**config.mk**
```make
export PLATFORM = sky130hd
export DESIGN_NAME = mem_bus_mux
export DESIGN_NICKNAME = d
export VERILOG_FILES = /design/src/rtl/mem_bus_pkg.sv /design/src/rtl/mem_bus_lat_cnt.sv /design/src/rtl/mem_bus_mux.sv
export SDC_FILE = /design/constraint.sdc
export NUM_CORES = 1
export LEC_CHECK = 0
export CORE_AREA = 10 10 101 103
export CTS_CLUSTER_DIAMETER = 150
export DETAILED_ROUTE_END_ITERATION = 16
export DIE_AREA = 0 0 111 113
export PLACE_DENSITY_LB_ADDON = 0.3
export SLEW_MARGIN = 20
export SYNTH_ARGS = -nofsm -noshare
export SYNTH_HDL_FRONTEND = slang
export SYNTH_SLANG_ARGS = --single-unit
export TNS_END_PERCENT = 100
```
**constraint.sdc**
```tcl
create_clock -name CLK -period 1.87 [get_ports CLK]
set_input_delay 0.187 -clock CLK [delete_from_list [all_inputs] [get_ports CLK]]
set_output_delay 0.187 -clock CLK [all_outputs]
set_load 0.02 [all_outputs]
```
**src/rtl/mem_bus_pkg.sv**
```systemverilog
// -----------------------------------------------------------------------------
// mem_bus_pkg
// Shared definitions for the memory bus selector (mem_bus_mux):
//   state_e : access sequencer states, 2-bit encoding
//   LAT_W   : width of one per-channel read latency field
//   STAT_W  : width of one per-channel completed-access counter
// -----------------------------------------------------------------------------
package mem_bus_pkg;

    localparam int LAT_W  = 3;
    localparam int STAT_W = 16;

    typedef enum logic [1:0] {
        IDLE   = 2'd0,
        ACCESS = 2'd1,
        WAIT   = 2'd2,
        DONE   = 2'd3
    } state_e;

endpackage : mem_bus_pkg

```
**src/rtl/mem_bus_lat_cnt.sv**
```systemverilog
// -----------------------------------------------------------------------------
// mem_bus_lat_cnt
// Loadable down-counter that times the read latency of the selected target.
// Ports:
//   clk, rst_n : clock, asynchronous active-low reset
//   load       : load load_val (has priority over dec)
//   load_val   : value to load
//   dec        : decrement by one; holds at zero
//   cnt        : current count
//   zero       : count is zero
// -----------------------------------------------------------------------------
module mem_bus_lat_cnt
    import mem_bus_pkg::*;
(
    input  logic             clk,
    input  logic             rst_n,
    input  logic             load,
    input  logic [LAT_W-1:0] load_val,
    input  logic             dec,
    output logic [LAT_W-1:0] cnt,
    output logic             zero
);

    logic [LAT_W-1:0] cnt_q;
    logic [LAT_W-1:0] cnt_d;

    always_comb begin
        cnt_d = cnt_q;
        if (load) begin
            cnt_d = load_val;
        end else if (dec && (cnt_q != '0)) begin
            cnt_d = cnt_q - LAT_W'(1);
        end
    end

    always_ff @(posedge clk or negedge rst_n) begin
        if (!rst_n) begin
            cnt_q <= '0;
        end else begin
            cnt_q <= cnt_d;
        end
    end

    assign cnt  = cnt_q;
    assign zero = (cnt_q == '0);

endmodule : mem_bus_lat_cnt

```
**src/rtl/mem_bus_mux.sv**
```systemverilog
// -----------------------------------------------------------------------------
// mem_bus_mux
// Routes one core memory port to N_CH memory-mapped targets, each with its own
// fixed read latency, behind a request/ready handshake.
//
// Ports:
//   CLK, RST_N : clock (rising edge), asynchronous active-low reset
//   REQ        : access request, sampled only in IDLE
//   WREN       : 1 = write, 0 = read
//   SELECT     : target index; SELECT >= N_CH completes with ERR
//   ADDR, DATA : address and write data, captured with REQ
//   READY      : one-cycle completion pulse
//   Q          : read data, valid with READY on a read
//   ERR        : one-cycle pulse with READY for an out-of-range SELECT
//   CH_REQ     : one-hot one-cycle strobe to the selected target
//   CH_WREN    : one-hot write enable, high only with the strobe
//   CH_ADDR    : captured address, broadcast to all targets
//   CH_DATA    : captured write data, broadcast to all targets
//   CH_Q       : target read data, channel k at [k*DATA_W +: DATA_W]
//   STATS      : (MEM_BUS_STATS_EN only) per-channel completed-access
//                counters, channel k at [k*16 +: 16]
//
// Optional feature macro: MEM_BUS_STATS_EN
// -----------------------------------------------------------------------------
module mem_bus_mux
    import mem_bus_pkg::*;
#(
    parameter int                    DATA_W = 16,
    parameter int                    ADDR_W = 12,
    parameter int                    N_CH   = 4,
    parameter int                    SEL_W  = 3,
    parameter logic [N_CH*LAT_W-1:0] CH_LAT = {N_CH{3'd1}}
) (
    input  logic                   CLK,
    input  logic                   RST_N,
    input  logic                   REQ,
    input  logic                   WREN,
    input  logic [SEL_W-1:0]       SELECT,
    input  logic [ADDR_W-1:0]      ADDR,
    input  logic [DATA_W-1:0]      DATA,
    output logic                   READY,
    output logic [DATA_W-1:0]      Q,
    output logic                   ERR,
    output logic [N_CH-1:0]        CH_REQ,
    output logic [N_CH-1:0]        CH_WREN,
    output logic [ADDR_W-1:0]      CH_ADDR,
    output logic [DATA_W-1:0]      CH_DATA,
    input  logic [N_CH*DATA_W-1:0] CH_Q
`ifdef MEM_BUS_STATS_EN
    ,
    output logic [N_CH*STAT_W-1:0] STATS
`endif
);

    state_e              state_q,   state_d;
    logic [SEL_W-1:0]    sel_q,     sel_d;
    logic                wren_q,    wren_d;
    logic                bad_q,     bad_d;
    logic [ADDR_W-1:0]   ch_addr_q, ch_addr_d;
    logic [DATA_W-1:0]   ch_data_q, ch_data_d;
    logic [N_CH-1:0]     ch_req_q,  ch_req_d;
    logic [N_CH-1:0]     ch_wren_q, ch_wren_d;
    logic                ready_q,   ready_d;
    logic                err_q,     err_d;
    logic [DATA_W-1:0]   q_q,       q_d;

    logic [N_CH-1:0]     sel_hot;
    logic                sel_bad;
    logic [LAT_W-1:0]    lat_sel;
    logic [DATA_W-1:0]   ch_q_sel;
    logic                cnt_load;
    logic                cnt_dec;
    logic                cnt_zero;
    logic [LAT_W-1:0]    cnt_val;

`ifdef MEM_BUS_STATS_EN
    logic [N_CH-1:0][STAT_W-1:0] stats_q, stats_d;
`endif

    // Decode of the live SELECT (used only at capture time).
    assign sel_bad = (32'(SELECT) >= N_CH);

    always_comb begin
        sel_hot = '0;
        for (int k = 0; k < N_CH; k++) begin
            if (SELECT == SEL_W'(k)) begin
                sel_hot[k] = 1'b1;
            end
        end
    end

    // Latency and read data of the captured channel.
    always_comb begin
        lat_sel  = '0;
        ch_q_sel = '0;
        for (int k = 0; k < N_CH; k++) begin
            if (sel_q == SEL_W'(k)) begin
                lat_sel  = CH_LAT[k*LAT_W +: LAT_W];
                ch_q_sel = CH_Q[k*DATA_W +: DATA_W];
            end
        end
    end

    mem_bus_lat_cnt u_lat_cnt (
        .clk      (CLK),
        .rst_n    (RST_N),
        .load     (cnt_load),
        .load_val (lat_sel - LAT_W'(1)),
        .dec      (cnt_dec),
        .cnt      (cnt_val),
        .zero     (cnt_zero)
    );

    // NOTE: every signal written here gets a default first, so no path can
    // leave one unassigned and infer a latch.
    always_comb begin
        state_d   = state_q;
        sel_d     = sel_q;
        wren_d    = wren_q;
        bad_d     = bad_q;
        ch_addr_d = ch_addr_q;
        ch_data_d = ch_data_q;
        ch_req_d  = '0;
        ch_wren_d = '0;
        ready_d   = 1'b0;
        err_d     = 1'b0;
        q_d       = q_q;
        cnt_load  = 1'b0;
        cnt_dec   = 1'b0;

        unique case (state_q)
            IDLE: begin
                if (REQ) begin
                    sel_d   = SELECT;
                    wren_d  = WREN;
                    bad_d   = sel_bad;
                    state_d = ACCESS;
                    // An out-of-range select still passes through ACCESS so
                    // that it completes with the same timing as a write, but
                    // it never touches the target side.
                    if (!sel_bad) begin
                        ch_addr_d = ADDR;
                        ch_data_d = DATA;
                        ch_req_d  = sel_hot;
                        ch_wren_d = WREN ? sel_hot : '0;
                    end
                end
            end

            ACCESS: begin
                if (bad_q) begin
                    q_d     = '0;
                    state_d = DONE;
                end else if (wren_q) begin
                    state_d = DONE;
                end else begin
                    // Every read visits WAIT: data is latched on the edge
                    // CH_LAT cycles after the strobe cycle ends.
                    cnt_load = 1'b1;
                    state_d  = WAIT;
                end
            end

            WAIT: begin
                if (cnt_zero) begin
                    q_d     = ch_q_sel;
                    state_d = DONE;
                end else begin
                    cnt_dec = 1'b1;
                end
            end

            DONE: begin
                ready_d = 1'b1;
                err_d   = bad_q;
                state_d = IDLE;
            end

            default: state_d = IDLE;
        endcase
    end

`ifdef MEM_BUS_STATS_EN
    // Counters advance together with READY; the adder wraps FFFF -> 0.
    always_comb begin
        stats_d = stats_q;
        if ((state_q == DONE) && !bad_q) begin
            for (int k = 0; k < N_CH; k++) begin
                if (sel_q == SEL_W'(k)) begin
                    stats_d[k] = stats_q[k] + STAT_W'(1);
                end
            end
        end
    end

    always_ff @(posedge CLK or negedge RST_N) begin
        if (!RST_N) begin
            stats_q <= '0;
        end else begin
            stats_q <= stats_d;
        end
    end

    assign STATS = stats_q;
`endif

    // NOTE: state updates use non-blocking assignments so every flop samples
    // the pre-edge values, independent of statement order.
    // NOTE: every flop, including captured data, is asynchronously reset so
    // an abandoned access leaves no residue on the outputs.
    always_ff @(posedge CLK or negedge RST_N) begin
        if (!RST_N) begin
            state_q   <= IDLE;
            sel_q     <= '0;
            wren_q    <= 1'b0;
            bad_q     <= 1'b0;
            ch_addr_q <= '0;
            ch_data_q <= '0;
            ch_req_q  <= '0;
            ch_wren_q <= '0;
            ready_q   <= 1'b0;
            err_q     <= 1'b0;
            q_q       <= '0;
        end else begin
            state_q   <= state_d;
            sel_q     <= sel_d;
            wren_q    <= wren_d;
            bad_q     <= bad_d;
            ch_addr_q <= ch_addr_d;
            ch_data_q <= ch_data_d;
            ch_req_q  <= ch_req_d;
            ch_wren_q <= ch_wren_d;
            ready_q   <= ready_d;
            err_q     <= err_d;
            q_q       <= q_d;
        end
    end

    assign READY   = ready_q;
    assign ERR     = err_q;
    assign Q       = q_q;
    assign CH_REQ  = ch_req_q;
    assign CH_WREN = ch_wren_q;
    assign CH_ADDR = ch_addr_q;
    assign CH_DATA = ch_data_q;

endmodule : mem_bus_mux

```
==> summary.txt <==
Cells and area
  • Area of the multi-input gates: 1259 µm²
  • Layout area overhead: 64.21%
  • Final core utilization: 0.5885
  • Layout cells sized above 1: 0.1536
  • Commonest non-fill, non-tap cell in the layout: clkdlybuf4s50_1
  • Most frequent cells in the layout: clkdlybuf4s50_1 (151), dfrtp_1 (64), mux2_1 (29)
  • Nets: 459
  • Sequential cell area: 1602 µm²
  • Antenna cells: 0
  • Fin area: 4787 µm²
  • Fillers: 659

Worst setup path
  • Critical Path, Cell by Cell: inv_2 -> ha_4 -> or3b_4 -> nor2_1 -> a21oi_2 -> ha_2 -> a32o_1
  • Maximum fanout along the worst path: 6
  • Crit path required time: 2.10 ns
  • Slowest-stage cell, CP: or3b_4
  • Delay-heaviest family, CP: simple AND/OR/NAND/NOR gates
  • CP Data Arrival Time: 2.01 ns
  • CP Depth: 7
  • Crit-path max cell delay: 0.41 ns
  • Setup CP Type: reg -> reg
  • Cells on worst reg2reg path: 7
  • Reg2Reg Capture Point: u_lat_cnt.cnt[2]
  • Setup crit start kind: flip-flop
  • CP Launch Point: state_q[1]
  • Critical Path End Type: flip-flop
  • Worst R2R Setup Slack: 0.08 ns
  • Crit path buf inv count: 1
  • FF-to-FF Start: state_q[1]
  • Setup crit end: u_lat_cnt.cnt[2]

Yosys
  • Mean Syn Cell Area: 15.26 µm²
  • Synth Flop Type: dfrtp_1
  • EDFF count, synth: 0
  • Cells after Synth: 191
  • Sequential element share of the synthesized area: 0.5494
  • Ys async rst share: 1.000
  • Synth unique cells: 38
  • Cell Area, Synth: 2915 µm²
  • Flops & latches, synth: 64
  • Yosys warns: 0
  • Syn Nets: 296

Placement
  • Final HPWL DP: 6744 µm
  • Placed Area: 4569 µm²
  • PortBufs: 152
  • RD Place Congestion: 0.7064

Clock network
  • TritonCTS clock tree: yes
  • CTS Buf Count: 9
  • Reg clk slew, reported paths: 0.07 ns
  • CTS H-tree depth: 3
  • Root buf cell: clkbuf_8
  • Worst-case clock buffer depth: 2
  • Clock Latency Late Sink: 0.34 ns
  • Clk sinks: 64

Power and ir drop
  • Combinational fraction of design power: 0.531
  • Switching Fraction: 0.3696
  • Sw Pwr: 2686 µW
  • Clk pwr share: 0.135
  • Register share of total power: 0.334
  • Internal Pwr Total: 4582 µW
  • Post-layout power: 7268 µW
  • Peak supply drop: 0.0006113 V
  • Pwr per Cell Area: 1518 nW/µm²
  • LEAKAGE: 0.001987 µW

Floorplan
  • Die Area: 12540 µm²
  • Core Area: 8134 µm²
  • Starting Density: 0.3584
  • Die X-Extent: 111 µm
  • Row cnt: 33
  • # IOs: 153
  • Die height: 113 µm

Timing
  • Least-Margin Pin Slew: 0.7477 ns
  • Skew final: 0.005805 ns
  • Final setup fails: 0
  • Final Slew Violations: 0
  • Worst hold slack: 0.3907 ns
  • Post-layout min period: 1.789 ns
  • Hold Vio Cnt, Final: 0
  • Max-Slew Margin vs Limit: 0.5016
  • Peak Freq: 0.5591 GHz
  • Crit share post-route: 0.9565

Drt
  • Top sig layer: met4
  • DR iter-0 viols: 116
  • Final WL: 8427 µm
  • Vias: 2249
  • Met3 Wirelength: 724 µm
  • Routed len/inst: 18.20 µm
  • DR vias/cell: 4.857
  • Metal-1 WL: 3614 µm
  • DRT antenna net count: 0
  • # DRC: 0
  • DR WL met2: 4012 µm
  • DR pass1 iterations: 6

Global route
  • Vias in the first global route: 2427
  • Initial antenna violation count: 0
  • GRT Overall Usage: 0.1330
  • Remaining Overflow, GRT: 0
  • Global-route wire length before repair: 13410 µm
  • Largest net degree at the start of global routing: 65

Run
  • Max_cap viols: 0

Min path
  • HP Class: in -> async

Run status
  • Outcome: complete, no violations
per-layer routing:
| metal | track usage | up-vias |
|---|---|---|
| met5 | 0 | - |
| met1 | 0.1577 | 1088 |
| met3 | 0.06075 | 8 |
| met2 | 0.2158 | 103 |
| li1 | - | 1050 |
| met4 | 0.03125 | 0 |
power groups by stage:
stage	Combinational [µW]	Clock (µW)	Sequential [µW]
after floorplan	1670	0	2960
after global placement	3740	0	2430
after detailed placement	3820	0	2440
after CTS	3840	1020	2430
after global routing	4180	1090	2510
final	3860	983	2430
repair_timing:
item	in CTS	in global routing
gates resized for setup	2	5
buffers inserted	0	3
pin swaps	0	0
endpoints found under the hold margin	64	0
hold buffers	1	0
setup endpoints to repair	17	18
synthesized netlist by cell type (4+ instances only):
cell type  count  area share
mux2_1        29        0.11
dfrtp_1       64        0.55
a22o_1        16       0.048
mux4_2        16        0.12
buf_2          4      0.0069
ha_1           6       0.026
nor2_1         5      0.0064
nor3_1         4      0.0069
nand2_1        6      0.0077
worst min-delay path: cells and delay by family:
family                 cells  cell delay (ns)
buffers and inverters      3             0.95
cells by family (layout without fill, tap and decap cells):
logic type               after synthesis  after routing  synth area share
AND/OR/NAND/NOR                       28             28           0.05365
flip-flops                            64             64            0.5494
buffers and inverters                 13            180           0.03133
adder cells (fa/ha/maj)                6              6           0.02575
multiplexers                          48             48            0.2472
AO/OA/AOI/OAI                         32             32           0.09270
layout make-up:
cell class              instances  area share
multi-input cells             114      0.2629
repair buffers                163      0.3398
inverters                       2    0.001568
clock buffers                   9     0.02588
well taps                     105     0.02744
clock inverters                 6    0.007841
flip-flops and latches         64      0.3346
through the flow:
step / setup slack [ns] / TNS [ns] / instances
after floorplan: 0.01820 / 0 / 191
after global placement: 0.03602 / 0 / 444
after detailed placement: -0.09883 / -1.177 / 444
after CTS: -0.005616 / -0.01019 / 460
after global routing: -0.01184 / -0.01854 / 463
final: 0.08137 / 0 / 463
sequential cells by signal, indices dropped and copies added (netlist names):
name and cells:
READY 1, ERR 1, CH_WREN 4, CH_DATA 16
u_lat_cnt.cnt 3, CH_ADDR 12, Q 16, CH_REQ 4
bad_q 1, wren_q 1, state_q 2, sel_q 3
worst min path at each step:
stage,from,endpoint,slack (ns),cells after the start
after floorplan,RST_N,CH_ADDR[0],-0.11,0
after global placement,RST_N,CH_ADDR[0],0.23,2
after detailed placement,RST_N,CH_ADDR[0],0.23,2
after CTS,RST_N,CH_ADDR[0],0.40,3
after global routing,RST_N,CH_DATA[8],0.42,3
final,RST_N,CH_DATA[8],0.39,3
No activity file was read; power rests on OpenSTA's default activity.
